`config.mk`:
```
export PLATFORM = sky130hd
export DESIGN_NAME = alu_req_scheduler
export DESIGN_NICKNAME = d
export VERILOG_FILES = /design/src/rtl/alu_sched_pkg.sv /design/src/rtl/rr_arbiter.sv /design/src/rtl/alu_req_scheduler.sv
export SDC_FILE = /design/constraint.sdc
export NUM_CORES = 1
export LEC_CHECK = 0
export ABC_AREA = 1
export CORE_AREA = 2 2 187 189
export CTS_BUF_LIST = sky130_fd_sc_hd__clkbuf_16
export CTS_CLUSTER_SIZE = 16
export DETAILED_ROUTE_END_ITERATION = 7
export DIE_AREA = 0 0 189 191
export SYNTH_ARGS = -nofsm -noshare
export SYNTH_HDL_FRONTEND = slang
export SYNTH_HIERARCHICAL = 1
export SYNTH_SLANG_ARGS = --single-unit
export TNS_END_PERCENT = 5
```
`constraint.sdc`:
```
create_clock -name clk -period 6.5 [get_ports clk]
set_input_delay 1.625 -clock clk [delete_from_list [all_inputs] [get_ports clk]]
set_output_delay 1.625 -clock clk [all_outputs]
set_load 0.01 [all_outputs]
```
`src/rtl/alu_sched_pkg.sv`:
```
// Shared opcode constants, FSM state type and opcode legality helper for the ALU request scheduler.
package alu_sched_pkg;

  localparam logic [3:0] OP_ADD = 4'h0;
  localparam logic [3:0] OP_SUB = 4'h1;
  localparam logic [3:0] OP_MUL = 4'h2;
  localparam logic [3:0] OP_DIV = 4'h3;
  localparam logic [3:0] OP_CRC = 4'h4;
  localparam logic [3:0] OP_NOP = 4'hF;

  typedef enum logic [1:0] {
    IDLE  = 2'd0,
    ISSUE = 2'd1,
    WAIT  = 2'd2,
    RESP  = 2'd3
  } state_t;

  // Requests that must be answered with an error instead of reaching the ALU.
  function automatic logic op_is_err(input logic [3:0] op, input logic b_zero);
    return (op > OP_CRC) || ((op == OP_DIV) && b_zero);
  endfunction

endpackage

```
`src/rtl/rr_arbiter.sv`:
```
// Round-robin pick: first asserted request at or above rr_ptr, wrapping around.
module rr_arbiter #(
  parameter int unsigned NUM_REQ = 4,
  parameter int unsigned IW      = (NUM_REQ > 1) ? $clog2(NUM_REQ) : 1
) (
  input  logic [NUM_REQ-1:0] req,
  input  logic [IW-1:0]      rr_ptr,
  output logic [NUM_REQ-1:0] grant,
  output logic [IW-1:0]      grant_idx
);

  always_comb begin
    int unsigned idx;
    logic        found;
    grant     = '0;
    grant_idx = '0;
    found     = 1'b0;
    idx       = 0;
    for (int unsigned k = 0; k < NUM_REQ; k++) begin
      idx = (32'(rr_ptr) + k) % NUM_REQ;
      if (!found && req[IW'(idx)]) begin
        found            = 1'b1;
        grant[IW'(idx)]  = 1'b1;
        grant_idx        = IW'(idx);
      end
    end
  end

endmodule

```
`src/rtl/alu_req_scheduler.sv`:
```
// Shares one ALU between NUM_REQ requesters: round-robin grant, timed issue, captured response.
module alu_req_scheduler
  import alu_sched_pkg::*;
#(
  parameter int unsigned NUM_REQ = 4,
  parameter int unsigned DW      = 32,
  parameter int unsigned ALU_LAT = 1
) (
  input  logic                       clk,
  input  logic                       rst_n,
  input  logic [NUM_REQ-1:0]         req_valid,
  output logic [NUM_REQ-1:0]         req_ready,
  input  logic [NUM_REQ*DW-1:0]      req_a,
  input  logic [NUM_REQ*DW-1:0]      req_b,
  input  logic [NUM_REQ*4-1:0]       req_op,
  output logic [DW-1:0]              alu_a,
  output logic [DW-1:0]              alu_b,
  output logic [3:0]                 alu_opcode,
  input  logic [DW-1:0]              alu_result,
  input  logic [DW-1:0]              alu_crc,
  output logic                       resp_valid,
  input  logic                       resp_ready,
  output logic [$clog2(NUM_REQ)-1:0] resp_id,
  output logic [DW-1:0]              resp_result,
  output logic [DW-1:0]              resp_crc,
  output logic                       resp_err,
  output logic                       busy
);

  localparam int unsigned IW = $clog2(NUM_REQ);
  localparam int unsigned CW = (ALU_LAT > 1) ? $clog2(ALU_LAT) : 1;

  state_t              state;
  logic [IW-1:0]       rr_ptr;
  logic [CW-1:0]       cnt;
  logic [NUM_REQ-1:0]  arb_grant;
  logic [IW-1:0]       arb_idx;
  logic [DW-1:0]       sel_a;
  logic [DW-1:0]       sel_b;
  logic [3:0]          sel_op;
  logic                sel_err;

  rr_arbiter #(.NUM_REQ(NUM_REQ), .IW(IW)) u_arb (
    .req       (req_valid),
    .rr_ptr    (rr_ptr),
    .grant     (arb_grant),
    .grant_idx (arb_idx)
  );

  // Payload of the requester the arbiter would grant this cycle.
  always_comb begin
    sel_a   = req_a[32'(arb_idx) * DW +: DW];
    sel_b   = req_b[32'(arb_idx) * DW +: DW];
    sel_op  = req_op[32'(arb_idx) * 4 +: 4];
    sel_err = op_is_err(sel_op, sel_b == '0);
  end

  // Accept pulse only while idle; held off during reset so every output reads 0.
  assign req_ready = (rst_n && (state == IDLE)) ? arb_grant : '0;

  // The ALU operand registers double as the request latches, so the ALU sees
  // a complete operand set from the cycle after the accept edge onward.
  always_ff @(posedge clk or negedge rst_n) begin
    if (!rst_n) begin
      state       <= IDLE;
      rr_ptr      <= '0;
      cnt         <= '0;
      alu_a       <= '0;
      alu_b       <= '0;
      alu_opcode  <= OP_NOP;
      resp_valid  <= 1'b0;
      resp_id     <= '0;
      resp_result <= '0;
      resp_crc    <= '0;
      resp_err    <= 1'b0;
      busy        <= 1'b0;
    end else begin
      case (state)
        IDLE: begin
          if (|req_valid) begin
            busy    <= 1'b1;
            resp_id <= arb_idx;
            if (sel_err) begin
              state       <= RESP;
              resp_valid  <= 1'b1;
              resp_err    <= 1'b1;
              resp_result <= '0;
              resp_crc    <= '0;
            end else begin
              state      <= ISSUE;
              alu_a      <= sel_a;
              alu_b      <= sel_b;
              alu_opcode <= sel_op;
            end
          end
        end
        ISSUE: begin
          state <= WAIT;
          cnt   <= CW'(ALU_LAT - 1);
        end
        WAIT: begin
          if (cnt == '0) begin
            state       <= RESP;
            resp_valid  <= 1'b1;
            resp_err    <= 1'b0;
            resp_result <= alu_result;
            resp_crc    <= alu_crc;
            alu_a       <= '0;
            alu_b       <= '0;
            alu_opcode  <= OP_NOP;
          end else begin
            cnt <= cnt - CW'(1);
          end
        end
        RESP: begin
          if (resp_ready) begin
            state      <= IDLE;
            resp_valid <= 1'b0;
            busy       <= 1'b0;
            rr_ptr     <= (resp_id == IW'(NUM_REQ - 1)) ? '0 : resp_id + IW'(1);
          end
        end
        default: state <= IDLE;
      endcase
    end
  end

endmodule

```
# Word-level counts from Yosys, hierarchy flattened
# Index checks and enable logic that the tools add are counted.
# word_totals
reg_bits	142
input_bits	343
out_inout_bits	141
word_cells	131
# classes
addsub	5
order_cmp	9
n_eq_ne	10
shifts	3
mux	62
bitwise_logic	3
reduce_logical	27
# op_table
cell	count
two-way mux 32 bit	9
one-hot mux 32 bit (2 select lines)	4
indexed part select 128 x 8 -> 32 bit	2
zero test 32 bit	1
two-way mux 4 bit	8
two-way mux 1 bit	18
two-way mux 2 bit	9
indexed part select 16 x 5 -> 4 bit	1
less-than comparator 2 x 3 -> 1 bit (second input constant)	4
bitwise OR 4 bit	3
logical AND 1 bit	9
binary-select mux 1 bit (select 2 bit)	4
demux 1 bit (select 2 bit)	4
greater-or-equal comparator 2 x 1 -> 1 bit (second input constant)	4
!= test 2 bit (second input constant)	4
one-hot mux 2 bit (4 select lines)	1
one-hot mux 4 bit (2 select lines)	1
AND reduction 4 bit	2
equality test 2 bit (second input constant)	3
one-hot mux 1 bit (2 select lines)	3
AND reduction 3 bit	2
nonzero test 2 bit	3
AND reduction 5 bit	1
adder 2 x 1 -> 2 bit (second input constant)	2
other kinds (13)	17

# Depth between registers and ports, before layout
# Gate-level depths: netlist of run 1.
# logic_depth
depth_word	19
mapped_depth	26
ltp_nobuf	22

# Modules after synthesis
# Netlist of run 1, hierarchy kept.
# modules_own_cells
mod	n_inst	cells_each	area_per_inst_um2	seq_area_each_um2
alu_req_scheduler	1	1374	8727.1	3533.4
rr_arbiter	1	82	515.5	0.0

# Worst setup path after synthesis of run 1
# No wires, ideal clock.
# synth_path
path_kind	input port to output port
startpoint	input req_valid[3]
endpoint	output req_ready[0]
arrival_time_ps	2460
required_time_ps	4875
slack_ps	2415
path_stages	9
n_path_buf	0
path_cell_list	inv_1 nand2_1 nand3_4 nand2_8 nor2_8 nand3_1 nand3_1 inv_1 nor2_1
# synth_between
elab_chain_cells	13
elab_cells_between_ends	25
classes_between	16 x mux; 3 x bitwise; 6 x reduce/logical
# synth_lines
element	line	rtl
start, declared	alu_req_scheduler.sv:11	input logic [NUM_REQ-1:0] req_valid,
binary-select mux 1 bit (select 2 bit)	rr_arbiter.sv:21	if (!found && req[IW'(idx)]) begin
two-way mux 1 bit (implied by the code)	rr_arbiter.sv:21	
two-way mux 1 bit	rr_arbiter.sv:21	
zero test 1 bit	rr_arbiter.sv:21	
logical AND 1 bit	rr_arbiter.sv:21	
two-way mux 1 bit	rr_arbiter.sv:21	
zero test 1 bit	rr_arbiter.sv:21	
logical AND 1 bit	rr_arbiter.sv:21	
two-way mux 1 bit	rr_arbiter.sv:21	
zero test 1 bit	rr_arbiter.sv:21	
logical AND 1 bit	rr_arbiter.sv:21	
two-way mux 4 bit *	rr_arbiter.sv:21	
via arb_grant[0]	alu_req_scheduler.sv:36	logic [NUM_REQ-1:0] arb_grant;
two-way mux 4 bit *	alu_req_scheduler.sv:59	assign req_ready = (rst_n && (state == IDLE)) ? arb_grant : '0;
end, declared	alu_req_scheduler.sv:12	output logic [NUM_REQ-1:0] req_ready,
# The timed path passes the listed nets; every way through them passes the cells marked *. The select of a mux whose other input is x is not followed.

# Worst setup path after layout of run 1
# layout_path
startpoint	input req_valid[1]
endpoint	output req_ready[3]
# Same word-level chain as after synthesis.

==> metrics, run 1 <==
outcome completed; number of ports placed on the die boundary 484; crit path buf inv count 4; ordered cell list for the critical path clkdlybuf4s50_1 -> nand2_1 -> nand3_1 -> nand2_1 -> nand2_1 -> inv_1 -> nand3_1 -> nand3_1 -> inv_1 -> nor2_1 -> clkdlybuf4s50_1; number of detailed-route iterations in the first pass 5; Max Cap Viol 0; register clock-pin slew on the reported worst setup and hold paths 60 ps; kind of cell with the highest combined delay on the critical path buffers and inverters; skew final 11.3 ps; DRC Markers 0; crit end category output port; final core occ 0.438; Detailed Route WL 39.1 mm; synth-to-layout area growth 61.8%; number of buffers inserted during clock tree synthesis 17; max-slew violations 0; number of global-route vias before repair 10600; count of nets after finishing 2226; root buffer selected by CTS sky130_fd_sc_hd__clkbuf_16; count of final setup violators 0; Die Span Y 191 um; Synth cell types 32; total of buffers placed on input and output ports 483; placed instance area 0.0144 mm^2; Yosys warning count 6; total nets after synthesis 1809; global placement routability congestion 0.842; number of instances in the placed design 2309; fraction of the cycle the final worst path needs 0.807; Vias per Instance 4.63; layout cell share with drive strength beyond 1 0.0419; count of endpoints failing hold in the final timing report 0; sequential cell area fraction in the yosys report 0.382; max incr delay on CP 590 ps; DIE AREA 0.0361 mm^2; depth of the CTS H-tree 4; Non-Filler Instances 2344; clock buffer depth 2; hold crit path type reg2reg; post-cts repair resize count 0; number of sinks driven by the clock tree 141; average footprint of a synthesized cell 6.35 um^2; Horiz. Die Dim 189 um; CTS tree built; global-route congestion overflow total 0; largest cells by area after synthesis sky130_fd_sc_hd__dfrtp_1 37%, sky130_fd_sc_hd__nand2_1 23%, sky130_fd_sc_hd__nand3_1 12%, sky130_fd_sc_hd__nor2_1 7.5%, sky130_fd_sc_hd__o21ai_0 4.1%; cell type contributing the most total cell area after synthesis sky130_fd_sc_hd__dfrtp_1; Fin Setup TNS 0 ps; Total Power Consumption 8.71 mW; Worst Slack Setup Final 1250 ps; first-pass GRT wire length 59.8 mm; post-placement worst setup slack 878 ps; final HPWL from detailed placement 28.5 mm; portion of synthesized cell area occupied by the leading cell type 0.371; Post-DRT Antenna Nets 0; Post-CTS Setup Bufs 0; total core area 0.0341 mm^2; total number of vias 10900; maximum operating frequency 191 MHz; Initial Utilization 0.271; maximum resistive drop on vdd 0.000802 V; post-synthesis cell area 0.00924 mm^2; placement row count 68; post-synthesis instance total 1456; pin count of the biggest net entering global routing 84; most frequent standard cell in the layout excluding fill and tap cells sky130_fd_sc_hd__nand2_1; min Tclk post-route 5250 ps; transition time of the tightest slew-check pin 894 ps; WL per Instance 16.7 um; worst-case headroom to the max-slew limit 0.404; critical setup path kind in2out; cell with the biggest individual delay on the critical path sky130_fd_sc_hd__clkdlybuf4s50_1; hold_ws 467 ps; most frequent cells in the layout 552 x sky130_fd_sc_hd__nand2_1, 482 x sky130_fd_sc_hd__clkdlybuf4s50_1, 227 x sky130_fd_sc_hd__nand3_1; number of hold-repair buffers added at the cts stage 0; post-synthesis register bit count 141; fill cell total of the finished layout 3584; Critical Path RT 4880 ps; Max Fanout on Critical Path 4; type of element launching the critical path input pin; total global-route track usage 0.212; post-route cell area 0.0150 mm^2; unrepaired setup endpoints after global routing no; Power Dens Cells 582 mW/mm^2; antenna violations before repair 6; arrival time at the worst endpoint 3620 ps; Clock Latency Late Sink 420 ps; Static Leakage 7.36 nW; drt first-iter violations 605
==> synthesized netlist by cell type <==
cell / n
sky130_fd_sc_hd__nor4_1: 1
sky130_fd_sc_hd__buf_4: 11
sky130_fd_sc_hd__a21boi_0: 4
sky130_fd_sc_hd__nor2_2: 1
sky130_fd_sc_hd__o31ai_1: 1
sky130_fd_sc_hd__inv_6: 1
sky130_fd_sc_hd__o21ai_1: 2
sky130_fd_sc_hd__a21oi_1: 38
sky130_fd_sc_hd__bufinv_8: 1
sky130_fd_sc_hd__nand3_2: 2
sky130_fd_sc_hd__ha_1: 10
sky130_fd_sc_hd__mux2_2: 1
sky130_fd_sc_hd__o22ai_1: 1
sky130_fd_sc_hd__dfstp_2: 4
sky130_fd_sc_hd__buf_2: 30
sky130_fd_sc_hd__nand3_4: 1
sky130_fd_sc_hd__o21ai_0: 75
sky130_fd_sc_hd__nand2_8: 2
sky130_fd_sc_hd__buf_1: 4
sky130_fd_sc_hd__nand2_1: 556
sky130_fd_sc_hd__or2_2: 1
sky130_fd_sc_hd__nor2_1: 185
sky130_fd_sc_hd__nand2_4: 2
sky130_fd_sc_hd__nor2_8: 1
sky130_fd_sc_hd__nand2_2: 2
sky130_fd_sc_hd__nand4_1: 2
sky130_fd_sc_hd__clkbuf_1: 54
sky130_fd_sc_hd__inv_1: 92
sky130_fd_sc_hd__inv_2: 3
sky130_fd_sc_hd__buf_6: 3
sky130_fd_sc_hd__nand3_1: 228
sky130_fd_sc_hd__dfrtp_1: 137
==> worst paths after layout <==
check	startpoint	to	slack (ps)	depth (start not counted)
hold / removal	resp_result[12]$_DFFE_PN0P_	resp_result[12]$_DFFE_PN0P_	470	2
hold reg to reg	resp_result[12]$_DFFE_PN0P_	resp_result[12]$_DFFE_PN0P_	470	2
min in group asynchronous	rst_n	resp_result[17]$_DFFE_PN0P_	1010	1
setup / recovery	req_valid[1]	req_ready[3]	1250	11
setup reg to reg	rr_ptr[0]$_DFFE_PN0P_	alu_opcode[2]$_DFFE_PN1P_	1880	23
max in group asynchronous	rst_n	alu_a[21]$_DFFE_PN0P_	4360	2
==> flip-flops by register name, summed over array words and instances, names as in the netlist, 2 cells and up <==
register     cells
resp_result     32
resp_id          2
rr_ptr           2
resp_crc        32
state            2
alu_b           32
alu_opcode       4
alu_a           32
==> worst reg2reg max path: cells and delay by family, from the launching register on <==
kind	cells	cell delay, ps
simple gates	17	1880
flops	1	650
fa+ha+maj	1	370
compound gates	1	110
buf+inv	4	1540
==> layer usage <==
layer / global-route usage / routed length, um
met2: 0.363 / 19000
met4: 0.0739 / 1170
met3: 0.0593 / 3000
met1: 0.253 / 15900
met5: 0 / 27
==> power by group <==
| group | leakage (nW) | internal [mW] | switching (mW) | total [mW] |
|---|---|---|---|---|
| registers | 1.82 | 1.24 | 0.193 | 1.44 |
| clock network | 0.279 | 0.540 | 0.434 | 0.973 |
| logic | 5.26 | 2.20 | 4.10 | 6.30 |
==> kinds of logic after synthesis <==
| kind of cell | synth area share |
|---|---|
| adder cells (fa/ha/maj) | 0.0135 |
| buffers and inverters | 0.0938 |
| AND/OR/NAND/NOR | 0.442 |
| AO/OA/AOI/OAI | 0.0670 |
| multiplexers | 0.00122 |
| flip-flops | 0.382 |
==> area by class of cell <==
| cell class | instances | area [um^2] | share of cell area |
|---|---|---|---|
| inverters | 97 | 385 | 0.0258 |
| well taps | 455 | 569 | 0.0381 |
| multi-input cells | 1116 | 4880 | 0.327 |
| diodes | 3 | 7.51 | 0.000502 |
| flip-flops and latches | 141 | 3530 | 0.236 |
| clock buffers | 17 | 425 | 0.0284 |
| repair buffers | 500 | 5000 | 0.334 |
| clock inverters | 15 | 150 | 0.0100 |
No activity file was read; power rests on OpenSTA's default activity.
==> inputs of run 2 (changes only) <==
--- a/config.mk
+++ b/config.mk
@@ -6,11 +6,11 @@
 export NUM_CORES = 1
 export LEC_CHECK = 0
 export ABC_AREA = 1
-export CORE_AREA = 2 2 187 189
+export CORE_AREA = 2 2 188 190
 export CTS_BUF_LIST = sky130_fd_sc_hd__clkbuf_16
 export CTS_CLUSTER_SIZE = 16
 export DETAILED_ROUTE_END_ITERATION = 7
-export DIE_AREA = 0 0 189 191
+export DIE_AREA = 0 0 190 192
 export SYNTH_ARGS = -nofsm -noshare
 export SYNTH_HDL_FRONTEND = slang
 export SYNTH_HIERARCHICAL = 1
==> constraint.sdc (replaced) <==
create_clock -name clk -period 5.1 [get_ports clk]
set_input_delay 1.275 -clock clk [delete_from_list [all_inputs] [get_ports clk]]
set_output_delay 1.275 -clock clk [all_outputs]
set_load 0.01 [all_outputs]
==> run 2 against run 1 <==
Effect of this change:
- flip-flop and latch count unchanged
- first-iteration DRC count rose by 20%
- non-clock buffer count grew 6
- power is 28% higher
- register-to-register slack got worse by 1000 ps
- sequential share of layout area decreased by 0.093 points
- clock power is 23% higher
- die area is 1.1% higher
- cell count grew 0.26%
- via count grew 0.64%
- critical path depth unchanged
- design area grew 0.39%
- highest routed layer unchanged
==> metrics, run 2 (synthesis results as in run 1) <==
number of buffers inserted during clock tree synthesis 17 (unchanged); placement row count 68 (unchanged); Power Dens Cells 744 mW/mm^2 (+28%); total of buffers placed on input and output ports 483 (unchanged); number of hold-repair buffers added at the cts stage 0 (unchanged); first-pass GRT wire length 60.6 mm (+1.5%); total global-route track usage 0.212 (+0.000253); most frequent standard cell in the layout excluding fill and tap cells sky130_fd_sc_hd__nand2_1; post-cts repair resize count 0 (unchanged); crit end category output port; DRC Markers 0 (unchanged); met3 wirelength from detailed routing 2.70 mm (-10%); Max Cap Viol 0 (unchanged); Reg2Reg Launch Point rr_ptr[0]$_DFFE_PN0P_; number of global-route vias before repair 10700 (+0.40%); Horiz. Die Dim 190 um (+0.53%); Detailed Route WL 39.4 mm (+0.79%); total core area 0.0343 mm^2 (+0.50%); max incr delay on CP 570 ps (-20 ps); count of final setup violators 0 (unchanged); transition time of the tightest slew-check pin 1080 ps (+189 ps); Clock Latency Late Sink 420 ps (about the same); maximum resistive drop on vdd 0.000577 V (-28%); global placement routability congestion 0.861 (+2.2%); final HPWL from detailed placement 29.2 mm (+2.6%); Hold Crit Depth 2 (unchanged); count of nets after finishing 2232 (+0.27%); arrival time at the worst endpoint 3250 ps (-370 ps); Die Span Y 192 um (+0.52%); source of the critical timing path req_valid[2]; clock buffer depth 2 (unchanged); Fin Setup TNS 0 ps (unchanged); Crit Reg-Reg Endpoint resp_result[26]$_DFFE_PN0P_; CP dominant cell by count sky130_fd_sc_hd__nand3_1; highest metal layer used by the detailed router met5; Worst Slack Setup Final 577 ps (-678 ps); type of element launching the critical path input pin; global-route congestion overflow total 0 (unchanged); number of ports placed on the die boundary 484 (unchanged); DIE AREA 0.0365 mm^2 (+1.1%); cell with the biggest individual delay on the critical path sky130_fd_sc_hd__clkdlybuf4s50_1; worst-case headroom to the max-slew limit 0.278 (-0.126); Initial Utilization 0.270 (-0.00134); register clock-pin slew on the reported worst setup and hold paths 60 ps (about the same); maximum operating frequency 221 MHz; total routed wire length on the met1 layer 16.5 mm (+4.0%); unrepaired setup endpoints after global routing no; total number of vias 10900 (+0.64%); max-slew violations 0 (unchanged); fill cell total of the finished layout 3560 (-0.67%); min Tclk post-route 4520 ps; Static Leakage 7.39 nW (+0.35%); drt first-iter violations 725 (+20%); CTS tree built; depth of the CTS H-tree 4 (unchanged); critical setup path kind in2out; fraction of the cycle the final worst path needs 0.887; post-placement worst setup slack 209 ps (-668 ps); Vias per Instance 4.65 (+0.38%); layout cell share with drive strength beyond 1 0.0444 (+0.00251); synth-to-layout area growth 62.5%; count of endpoints failing hold in the final timing report 0 (unchanged); number of detailed-route iterations in the first pass 5 (unchanged); Detail Route met2 WL 19.6 mm (+2.9%); Post-DRT Antenna Nets 0 (unchanged); ordered cell list for the critical path clkdlybuf4s50_1 -> inv_1 -> nand2_1 -> nand3_1 -> nand2_2 -> nor2_8 -> nand3_1 -> nand3_1 -> inv_1 -> nor2_1 -> clkdlybuf4s50_1; antenna violations before repair 5 (-1); skew final 18.2 ps (+6.82 ps); root buffer selected by CTS sky130_fd_sc_hd__clkbuf_16; WL per Instance 16.8 um (+0.53%); most frequent cells in the layout 552 x sky130_fd_sc_hd__nand2_1, 482 x sky130_fd_sc_hd__clkdlybuf4s50_1, 227 x sky130_fd_sc_hd__nand3_1; hold crit path type reg2reg; setup slack of the worst register-to-register path 840 ps (-1040 ps); cell depth of the worst flop-to-flop path 21 (-8.7%); Max Fanout on Critical Path 9 (+5); pin count of the biggest net entering global routing 92 (+9.5%); capturing element of the worst setup path req_ready[2]; number of sinks driven by the clock tree 141 (unchanged); Post-CTS Setup Bufs 0 (unchanged); Critical Path RT 3830 ps (-1050 ps); outcome completed
-- run 2: cell types whose count changed in the layout (fill, tap and decap cells not counted), moves of 2 or more --
| cell | delta |
|---|---|
| sky130_fd_sc_hd__inv_8 | +4 |
| sky130_fd_sc_hd__buf_12 | +2 |
| sky130_fd_sc_hd__buf_4 | +4 |
| sky130_fd_sc_hd__clkinvlp_4 | +2 |
| sky130_fd_sc_hd__clkinv_4 | +2 |
| sky130_fd_sc_hd__clkinv_2 | -2 |
| sky130_fd_sc_hd__inv_6 | -5 |
-- run 2: final cells by class --
cell class                 instances  area [um^2]  area share
multi-input combinational       1116         4890       0.326
tap                              455          569      0.0379
sequential                       141         3530       0.235
clock buffer                      17          425      0.0283
inverter                          97          385      0.0257
timing repair buffer             506         5070       0.338
antenna                            3         7.51    0.000500
clock inverter                    15          131     0.00875
-- run 2: power breakdown --
group | leakage, nW | total, mW | internal (mW) | switching [mW]
Clock | 0.266 | 1.20 | 0.641 | 0.554
Sequential | 1.82 | 1.84 | 1.59 | 0.254
Combinational | 5.30 | 8.13 | 2.89 | 5.24
-- run 2: worst max-delay path, delay by kind of cell --
| family | cells | cell delay, ps |
|---|---|---|
| buf+inv | 4 | 1190 |
| simple gates | 7 | 780 |
-- run 2: through the flow --
stage | total power, mW | cell area [um^2] | cells | hold WS, ps | util
after floorplan | 7.13 | 9240 | 1456 | 490 | -
after global placement | 9.95 | 14500 | 2315 | 453 | 0.421
after detailed placement | 10.0 | 14500 | 2315 | 457 | 0.421
after CTS | 11.3 | 15000 | 2347 | 474 | 0.438
after global routing | 12.3 | 15000 | 2349 | 491 | 0.438
final | 11.2 | 15000 | 2350 | 469 | 0.438
-- run 2: metal layers --
metal / GRT usage / up-vias
li1: - / 5419
met1: 0.267 / 5099
met2: 0.369 / 377
met3: 0.0499 / 29
met4: 0.0444 / 4
met5: 0 / -
-- run 2: worst min path at each step --
stage / from / end / slack (ps)
after floorplan: alu_opcode[0]$_DFFE_PN1P_ / alu_opcode[0]$_DFFE_PN1P_ / 490
after global placement: resp_crc[12]$_DFFE_PN0P_ / resp_crc[12]$_DFFE_PN0P_ / 450
after detailed placement: resp_crc[29]$_DFFE_PN0P_ / resp_crc[29]$_DFFE_PN0P_ / 460
after CTS: resp_crc[29]$_DFFE_PN0P_ / resp_crc[29]$_DFFE_PN0P_ / 470
after global routing: resp_crc[15]$_DFFE_PN0P_ / resp_crc[15]$_DFFE_PN0P_ / 490
final: resp_result[8]$_DFFE_PN0P_ / resp_result[8]$_DFFE_PN0P_ / 470
